`src/rtl/ds_pkt_pkg.sv`:
```
// Shared types and payload layout for the periodic data-stream packetizer.
// Each beat carries a 32-bit header word in its low bits. All higher data bits are zero.
package ds_pkt_pkg;

    typedef enum logic {
        IDLE = 1'b0,
        SEND = 1'b1
    } state_t;

    localparam int SEQ_LSB  = 0;
    localparam int BEAT_LSB = 8;
    localparam int MARK_LSB = 12;
    localparam int CNT_LSB  = 16;

    localparam logic [3:0] MARKER = 4'hA;

    function automatic logic [31:0] beat_word(
        input logic [7:0]  seq,
        input logic [3:0]  beat,
        input logic [15:0] cnt
    );
        logic [31:0] w;
        w = '0;
        w[SEQ_LSB  +: 8]  = seq;
        w[BEAT_LSB +: 4]  = beat;
        w[MARK_LSB +: 4]  = MARKER;
        w[CNT_LSB  +: 16] = cnt;
        return w;
    endfunction

endpackage

```
`src/rtl/ds_period_timer.sv`:
```
// Free-running period counter. It is held at zero while disabled.
// o_tick is high for the single cycle in which the count sits at PERIOD_CYCLES-1.
module ds_period_timer #(
    parameter int PERIOD_CYCLES = 1000
) (
    input  logic i_clk,
    input  logic i_resetn,
    input  logic i_enable,
    output logic o_tick
);
    localparam int CW = (PERIOD_CYCLES > 2) ? $clog2(PERIOD_CYCLES) : 1;
    localparam logic [CW-1:0] LAST = CW'(PERIOD_CYCLES - 1);

    logic [CW-1:0] r_count;
    logic          w_at_last;

    assign w_at_last = (r_count == LAST);
    assign o_tick    = i_enable & w_at_last;

    always_ff @(posedge i_clk) begin
        if (!i_resetn) begin
            r_count <= '0;
        end else if (!i_enable || w_at_last) begin
            r_count <= '0;
        end else begin
            r_count <= r_count + 1'b1;
        end
    end

endmodule

```
`src/rtl/ds_periodic_packetizer.sv`:
```
// Frames one BEATS-long packet per period onto a valid/ready data stream.
// It also counts the packets it has sent and the periods it has had to skip.
module ds_periodic_packetizer
    import ds_pkt_pkg::*;
#(
    parameter int DATA_WIDTH    = 256,
    parameter int ADDR_WIDTH    = 4,
    parameter int PERIOD_CYCLES = 1000,
    parameter int BEATS         = 4
) (
    input  logic                  i_clk,
    input  logic                  i_resetn,
    input  logic                  i_enable,
    input  logic [ADDR_WIDTH-1:0] i_dest_addr,
    output logic                  o_tx_valid,
    output logic                  o_tx_sop,
    output logic                  o_tx_eop,
    output logic [ADDR_WIDTH-1:0] o_tx_addr,
    output logic [DATA_WIDTH-1:0] o_tx_data,
    input  logic                  i_tx_ready,
    output logic [15:0]           o_pkt_count,
    output logic [15:0]           o_overrun_count,
    output logic                  o_busy
);
    localparam logic [3:0] LAST_BEAT = 4'(BEATS - 1);

    state_t                r_state, w_state_nxt;
    logic                  r_valid, w_valid_nxt;
    logic                  r_sop, w_sop_nxt;
    logic                  r_eop, w_eop_nxt;
    logic [ADDR_WIDTH-1:0] r_addr, w_addr_nxt;
    logic [DATA_WIDTH-1:0] r_data, w_data_nxt;
    logic [7:0]            r_seq, w_seq_nxt;
    logic [3:0]            r_beat, w_beat_nxt;
    logic [15:0]           r_pkt, w_pkt_nxt;
    logic [15:0]           r_ovr, w_ovr_nxt;
    logic                  r_busy, w_busy_nxt;
    logic                  w_tick;
    logic                  w_xfer;
    logic [3:0]            w_beat_inc;

    ds_period_timer #(
        .PERIOD_CYCLES(PERIOD_CYCLES)
    ) u_timer (
        .i_clk   (i_clk),
        .i_resetn(i_resetn),
        .i_enable(i_enable),
        .o_tick  (w_tick)
    );

    assign w_xfer     = r_valid & i_tx_ready;
    assign w_beat_inc = r_beat + 4'd1;

    always_comb begin
        w_state_nxt = r_state;
        w_valid_nxt = r_valid;
        w_sop_nxt   = r_sop;
        w_eop_nxt   = r_eop;
        w_addr_nxt  = r_addr;
        w_data_nxt  = r_data;
        w_seq_nxt   = r_seq;
        w_beat_nxt  = r_beat;
        w_pkt_nxt   = r_pkt;
        w_ovr_nxt   = r_ovr;

        case (r_state)
            IDLE: begin
                if (w_tick) begin
                    w_state_nxt      = SEND;
                    w_valid_nxt      = 1'b1;
                    w_sop_nxt        = 1'b1;
                    w_eop_nxt        = (BEATS == 1);
                    w_addr_nxt       = i_dest_addr;
                    w_beat_nxt       = 4'd0;
                    w_data_nxt       = '0;
                    w_data_nxt[31:0] = beat_word(r_seq, 4'd0, r_pkt);
                end
            end
            SEND: begin
                // A tick that lands on the final transfer cycle also counts as a skipped period.
                if (w_tick && r_ovr != 16'hFFFF) begin
                    w_ovr_nxt = r_ovr + 16'd1;
                end
                if (w_xfer) begin
                    if (r_beat == LAST_BEAT) begin
                        w_state_nxt = IDLE;
                        w_valid_nxt = 1'b0;
                        w_sop_nxt   = 1'b0;
                        w_eop_nxt   = 1'b0;
                        w_seq_nxt   = r_seq + 8'd1;
                        w_pkt_nxt   = r_pkt + 16'd1;
                    end else begin
                        w_beat_nxt       = w_beat_inc;
                        w_sop_nxt        = 1'b0;
                        w_eop_nxt        = (w_beat_inc == LAST_BEAT);
                        w_data_nxt       = '0;
                        w_data_nxt[31:0] = beat_word(r_seq, w_beat_inc, r_pkt);
                    end
                end
            end
            default: w_state_nxt = IDLE;
        endcase

        w_busy_nxt = (w_state_nxt == SEND);
    end

    always_ff @(posedge i_clk) begin
        if (!i_resetn) begin
            r_state <= IDLE;
            r_valid <= 1'b0;
            r_sop   <= 1'b0;
            r_eop   <= 1'b0;
            r_addr  <= '0;
            r_data  <= '0;
            r_seq   <= '0;
            r_beat  <= '0;
            r_pkt   <= '0;
            r_ovr   <= '0;
            r_busy  <= 1'b0;
        end else begin
            r_state <= w_state_nxt;
            r_valid <= w_valid_nxt;
            r_sop   <= w_sop_nxt;
            r_eop   <= w_eop_nxt;
            r_addr  <= w_addr_nxt;
            r_data  <= w_data_nxt;
            r_seq   <= w_seq_nxt;
            r_beat  <= w_beat_nxt;
            r_pkt   <= w_pkt_nxt;
            r_ovr   <= w_ovr_nxt;
            r_busy  <= w_busy_nxt;
        end
    end

    assign o_tx_valid      = r_valid;
    assign o_tx_sop        = r_sop;
    assign o_tx_eop        = r_eop;
    assign o_tx_addr       = r_addr;
    assign o_tx_data       = r_data;
    assign o_pkt_count     = r_pkt;
    assign o_overrun_count = r_ovr;
    assign o_busy          = r_busy;

endmodule

```
`config.mk`:
```
export PLATFORM = sky130hd
export DESIGN_NAME = ds_periodic_packetizer
export DESIGN_NICKNAME = d
export VERILOG_FILES = /design/src/rtl/ds_pkt_pkg.sv /design/src/rtl/ds_period_timer.sv /design/src/rtl/ds_periodic_packetizer.sv
export SDC_FILE = /design/constraint.sdc
export NUM_CORES = 1
export LEC_CHECK = 0
export CAP_MARGIN = 30
export CORE_ASPECT_RATIO = 0.6
export CORE_UTILIZATION = 36
export DETAILED_ROUTE_END_ITERATION = 12
export GPL_ROUTABILITY_DRIVEN = 0
export GPL_TIMING_DRIVEN = 0
export HOLD_SLACK_MARGIN = 0.08
export PLACE_DENSITY = 0.91
export SLEW_MARGIN = 30
export SYNTH_ARGS = -nofsm -noshare
export SYNTH_HDL_FRONTEND = slang
export SYNTH_HIERARCHICAL = 1
export SYNTH_SLANG_ARGS = --single-unit
```
`constraint.sdc`:
```
create_clock -name i_clk -period 2.3 [get_ports i_clk]
set_input_delay 0.345 -clock i_clk [delete_from_list [all_inputs] [get_ports i_clk]]
set_output_delay 0.345 -clock i_clk [all_outputs]
set_load 0.02 [all_outputs]
```
---- Word-level counts from Yosys, hierarchy flattened ----
Cells that the tools add are included.
storage, ports and cells
  memory bits (read-only) ................. 0
  RAM bits ................................ 0
  bits in registers ....................... 318
  latch bits .............................. 0
  memories kept ........................... 0
operators by class
  equal/unequal tests ..................... 8
  reductions and logical operators ........ 10
  $add $sub $neg .......................... 5
  multiplexer cells ....................... 22
  multipliers ............................. 0
  divide/modulo/power cells ............... 0
  bitwise logic cells ..................... 4
  $lt $le $gt $ge ......................... 0
  shift operators ......................... 0
operator list
  kind                                                 number
  two-way mux 256 bit                                  3
  case mux 256 bit (2 select lines)                    1
  adder 16 x 1 -> 16 bit, second input constant        2
  != test 16 bit, second input constant                1
  two-way mux 4 bit                                    3
  adder 10 x 1 -> 10 bit, second input constant        1
  equality test 10 bit, second input constant          1
  two-way mux 1 bit                                    10
  AND reduction 3 bit                                  3
  adder 8 x 1 -> 8 bit, second input constant          1
  equality test 4 x 2 -> 1 bit, second input constant  2
  case mux 1 bit (2 select lines)                      4
  case mux 4 bit (2 select lines)                      1
  AND reduction 2 bit                                  3
  adder 4 x 1 -> 4 bit, second input constant          1
  != test 2 x 1 -> 1 bit, second input constant        2
  != test 2 bit, second input constant                 2
  AND 1 bit                                            2
  inverter 1 bit                                       2
  OR reduction 2 bit                                   1
  logical AND 1 bit                                    1
  logical NOT 1 bit                                    1
  logical OR 1 bit                                     1

---- Depth between registers and ports, before layout ----
  word-level depth ........................ 5
  gate-level depth with buffers ........... 11

---- Modules after synthesis ----
The synthesis kept the hierarchy.
by module, submodules not included
  module                  cells an instance  times used  sequential area each (µm²)  area each (µm²)
  ds_periodic_packetizer  623                1           1,541.5                     4,978.5
  ds_period_timer         53                 1           200.2                       449.2

---- Worst setup path before layout ----
No wires, ideal clock.
  path kind ............................... register to register
  start point ............................. register u_timer.r_count[0]
  end point ............................... register r_data[19], in the netlist o_tx_data[19]
  data required time ...................... 2.230 ns
  cell stages (with the launch flop) ...... 12
  arrival ................................. 2.387 ns
  path buffers ............................ 3
  period minus slack after synthesis ...... 2.457 ns
  slack ................................... -0.157 ns
  cell sequence ........................... dfxtp_1 > ha_1 > and4bb_2 > nand2_1 > nor3_1 > nor2b_1 > buf_2 > o21a_1 > buf_2 > buf_1 > nand2_1 > a21oi_1
on the way
  longest elaborated chain between the ends .. 4
RTL lines
  item                                  line                           source
  start, declared                       ds_period_timer.sv:14          logic [CW-1:0] r_count;
  start signal, assigned                ds_period_timer.sv:26          r_count <= r_count + 1'b1;
  equality test 10 bit                  ds_period_timer.sv:17          assign w_at_last = (r_count == LAST);
  AND 1 bit                             ds_period_timer.sv:18          assign o_tick = i_enable & w_at_last;
  via w_tick                            ds_periodic_packetizer.sv:38   logic w_tick;
  != test 2 bit (no source line)        -
  AND reduction 3 bit (no source line)  -
  end signal, assigned                  ds_periodic_packetizer.sv:126  r_data <= w_data_nxt;
  end, declared                         ds_periodic_packetizer.sv:32   logic [DATA_WIDTH-1:0] r_data, w_data_nxt;
The timed path passes the listed nets, and every way through them passes these cells.
A chain may end at the register's enable or synchronous reset.

---- Final worst setup path ----
  start point ............................. register u_timer.r_count[1]
  end point ............................... register r_ovr[10], in the netlist o_overrun_count[10]
on the way
  longest elaborated chain between the ends .. 4
RTL lines
  item                                  line                           source
  equality test 10 bit                  ds_period_timer.sv:17
  AND 1 bit                             ds_period_timer.sv:18
  via w_tick                            ds_periodic_packetizer.sv:38
  logical AND 1 bit                     ds_periodic_packetizer.sv:81   if (w_tick && r_ovr != 16'hFFFF) begin
  AND reduction 2 bit (no source line)  -
  end signal, assigned                  ds_periodic_packetizer.sv:130  r_ovr <= w_ovr_nxt;
  end, declared                         ds_periodic_packetizer.sv:36   logic [15:0] r_ovr, w_ovr_nxt;
The timed path passes the listed nets, and every way through them passes these cells.

==> reports/results.ini <==
[timing]
setup_violations=0
fmax_mhz=460
fin_tns_setup_ns=0
slew_headroom_pct=58.4
worstMarginPinSlew_ns=0.624
fin_crit_sh_pct=94.5
finalMaxSlewViolations=0
finClkSkew_ns=0.00700
post-route-min-period_ns=2.17
fin_hold_ws_ns=0.453
finalHoldViolCount=0

[floorplan]
chipWidth_um=161
std_cell_rows=34
core_um2=14600
start_util_pct=37.2
io_pins=304
die_area_um2=15600
die_h_um=97.1

[drt]
drt_iter0_drc=246
ant_nets=0
vias=4835
viasPerCell=4.04
remaining_drc_errors=0
wl_per_cell_um=11.5
drt-total-wl_mm=13.7
first_pass_iters=5

[worst_setup_path]
cp.required_ns=2.56
cp_slowest_cell=or4_1
crit_type=register to register
cpPeakStageDelay_ns=0.48
worstSetupEndpointType=register
worstPathCellList=ha_4 > and4bb_2 > nand2_2 > nor3_4 > buf_6 > nand2_1 > clkbuf_8 > or4_1 > a21oi_1
critical_path_arrival_ns=2.44
worstSetupStartpointType=register
crit_fanout=10

[clocking]
root_buffer=clkbuf_16
insertion_delay_ns=0.34
cts_tree=yes
clk_pin_slew_ns=0.06
cts_hold_buf=0
clk_path_buf_depth=2
cts.htree.levels=3
cts.sinks=87
cts_buffers=9

[hold_path]
hp-class=register to register

[place]
io_buffer_count=77
dp_hpwl_mm=10.8
postPlaceCellArea_um2=7300

[synth]
ys_warn_count=6
yosysTopAreaCellShare_pct=32.1
synth_area_um2=5430
synth-seq-area-share_pct=32.1
synth-edff-count=0
synth.avg_cell_area_um2=8.03
yosysTopAreaCell=dfxtp_1
synth_cell_types=42
synth_ff_type=dfxtp_1
synth_area_leaders=dfxtp_1 32%, buf_4 31%, nand2_1 5.7%
synthArstFlopShare_pct=0
synth_cells=676
ys_seq_elements=87

[global_routing]
grt_pass1_wl_mm=21.4
grt_pass1_vias=4271
grt_overflow=0
grt_antenna_before_repair=0
grt_usage_pct=17.0
grt_max_degree=17

[pwr]
power_mw=3.69
p_per_area_nw_per_um2=475
power.leakage_nw=3.60
ir_drop_uv=273

[run_status]
status=finished clean

[cells_and_area]
fin_nets=1007
fin_area_um2=7780
diodes=0
area_delta_synth_final_pct=43.3
fillCellCount=1368
multi_input_area_um2=2810
layout-drive-gt1-share_pct=27.7
layout.area.seq_um2=1750

[run]
maxCapViolCount=0

-- metrics by stage --
stage / cells / setup slack (ns) / util [%]
2_1_floorplan: 901 / 0.0348 / -
3_3_place_gp: 1176 / -0.554 / 50.0
3_5_place_dp: 1176 / -0.647 / 50.0
4_1_cts: 1196 / -0.00278 / 52.9
5_1_grt: 1196 / -0.000848 / 53.3
6_report: 1196 / 0.128 / 53.3
-- worst paths after layout --
check	start	end	slack, ns	cells after the start
min reg2reg	u_timer/r_count[0]	u_timer/r_count[0]	0.45	1
max	u_timer/r_count[1]	o_overrun_count[10]	0.13	9
max reg2reg	u_timer/r_count[1]	o_overrun_count[10]	0.13	9
min	u_timer/r_count[0]	u_timer/r_count[0]	0.45	1
-- layout make-up --
type,instances,share of cell area [%]
clock buffer,9,2.90
sequential,87,22.5
clock inverter,7,1.03
multi-input combinational,558,36.1
buffer,247,23.5
tap,198,3.19
inverter,9,0.434
timing repair buffer,81,10.3
-- cell usage after synthesis (all sizes together), types with 7 or more instances --
| library cell | n |
|---|---|
| mux2i | 8 |
| buf | 234 |
| or4 | 7 |
| nor2 | 37 |
| inv | 8 |
| or3 | 13 |
| a21oi | 49 |
| nand4 | 12 |
| nand2 | 83 |
| xnor2 | 14 |
| dfxtp | 87 |
| o21ai | 12 |
| clkbuf | 13 |
| nand3 | 24 |
| nor4 | 9 |
-- cells by family (layout without fill, tap and decap cells) --
family                   count (synthesis)  after routing  share of synthesized area, %
buffers and inverters                  256            353                          33.5
adder cells (fa/ha/maj)                  6              6                          1.38
multiplexers                             8              8                          1.48
XOR/XNOR                                20             20                          3.23
AND/OR/NAND/NOR                        213            213                          19.3
flip-flops                              87             87                          32.1
AO/OA/AOI/OAI                           85             85                          8.97
other                                    1            226                        0.0691
-- state kept, by name, summed over array words and instances (netlist names) --
register         flops
u_timer/r_count     10
o_tx_addr            4
o_tx_valid           1
r_seq                8
r_beat               3
o_tx_data           26
o_overrun_count     16
o_busy               1
o_tx_eop             1
o_pkt_count         16
o_tx_sop             1
-- critical path: cells and delay by family, from the launching register on --
kind	cells	cell delay, ns
and+or+nand+nor	5	1.11
buffers and inverters	2	0.33
adders and majority gates	1	0.16
AOI/OAI and AO/OA	1	0.15
DFF	1	0.36
-- per-layer routing --
metal | wire length [um] | share of wire, % | vias to the layer above | track usage [%]
met3 | 838 | 6.1 | 8 | 3.76
met4 | 137 | 1.0 | 0 | 4.54
li1 | - | - | 2445 | -
met1 | 5990 | 44 | 2244 | 21.7
met5 | 0 | 0 | - | 0
met2 | 6770 | 49 | 138 | 28.8
-- where the power goes --
part	switching [mW]	leakage [nW]	internal [mW]
Combinational	0.424	2.76	0.274
Sequential	0.00220	0.703	1.51
Clock	0.631	0.143	0.853
Total	1.06	3.60	2.63
-- layout by cell type (no fill, tap or decap), types with 8 or more instances in the layout --
cell type	Yosys	final
buf_4	227	230
conb_1	1	226
dfxtp_1	87	82
nand2_1	83	81
clkdlybuf4s50_1	0	77
a21oi_1	49	49
nor2_1	37	37
nand3_1	23	23
xnor2_1	14	14
or3_1	13	13
nand4_1	12	12
o21ai_0	11	11
clkbuf_1	13	10
clkbuf_16	0	9
inv_1	8	8
mux2i_1	8	8
-- repair_timing --
item | CTS | global route
gates resized for setup | 24 | 16
hold endpoints to repair | 0 | 0
endpoints found under the setup margin | 41 | 44
pin swaps | 3 | 1
buffers inserted | 4 | 0
No activity file was read; power rests on OpenSTA's default activity.
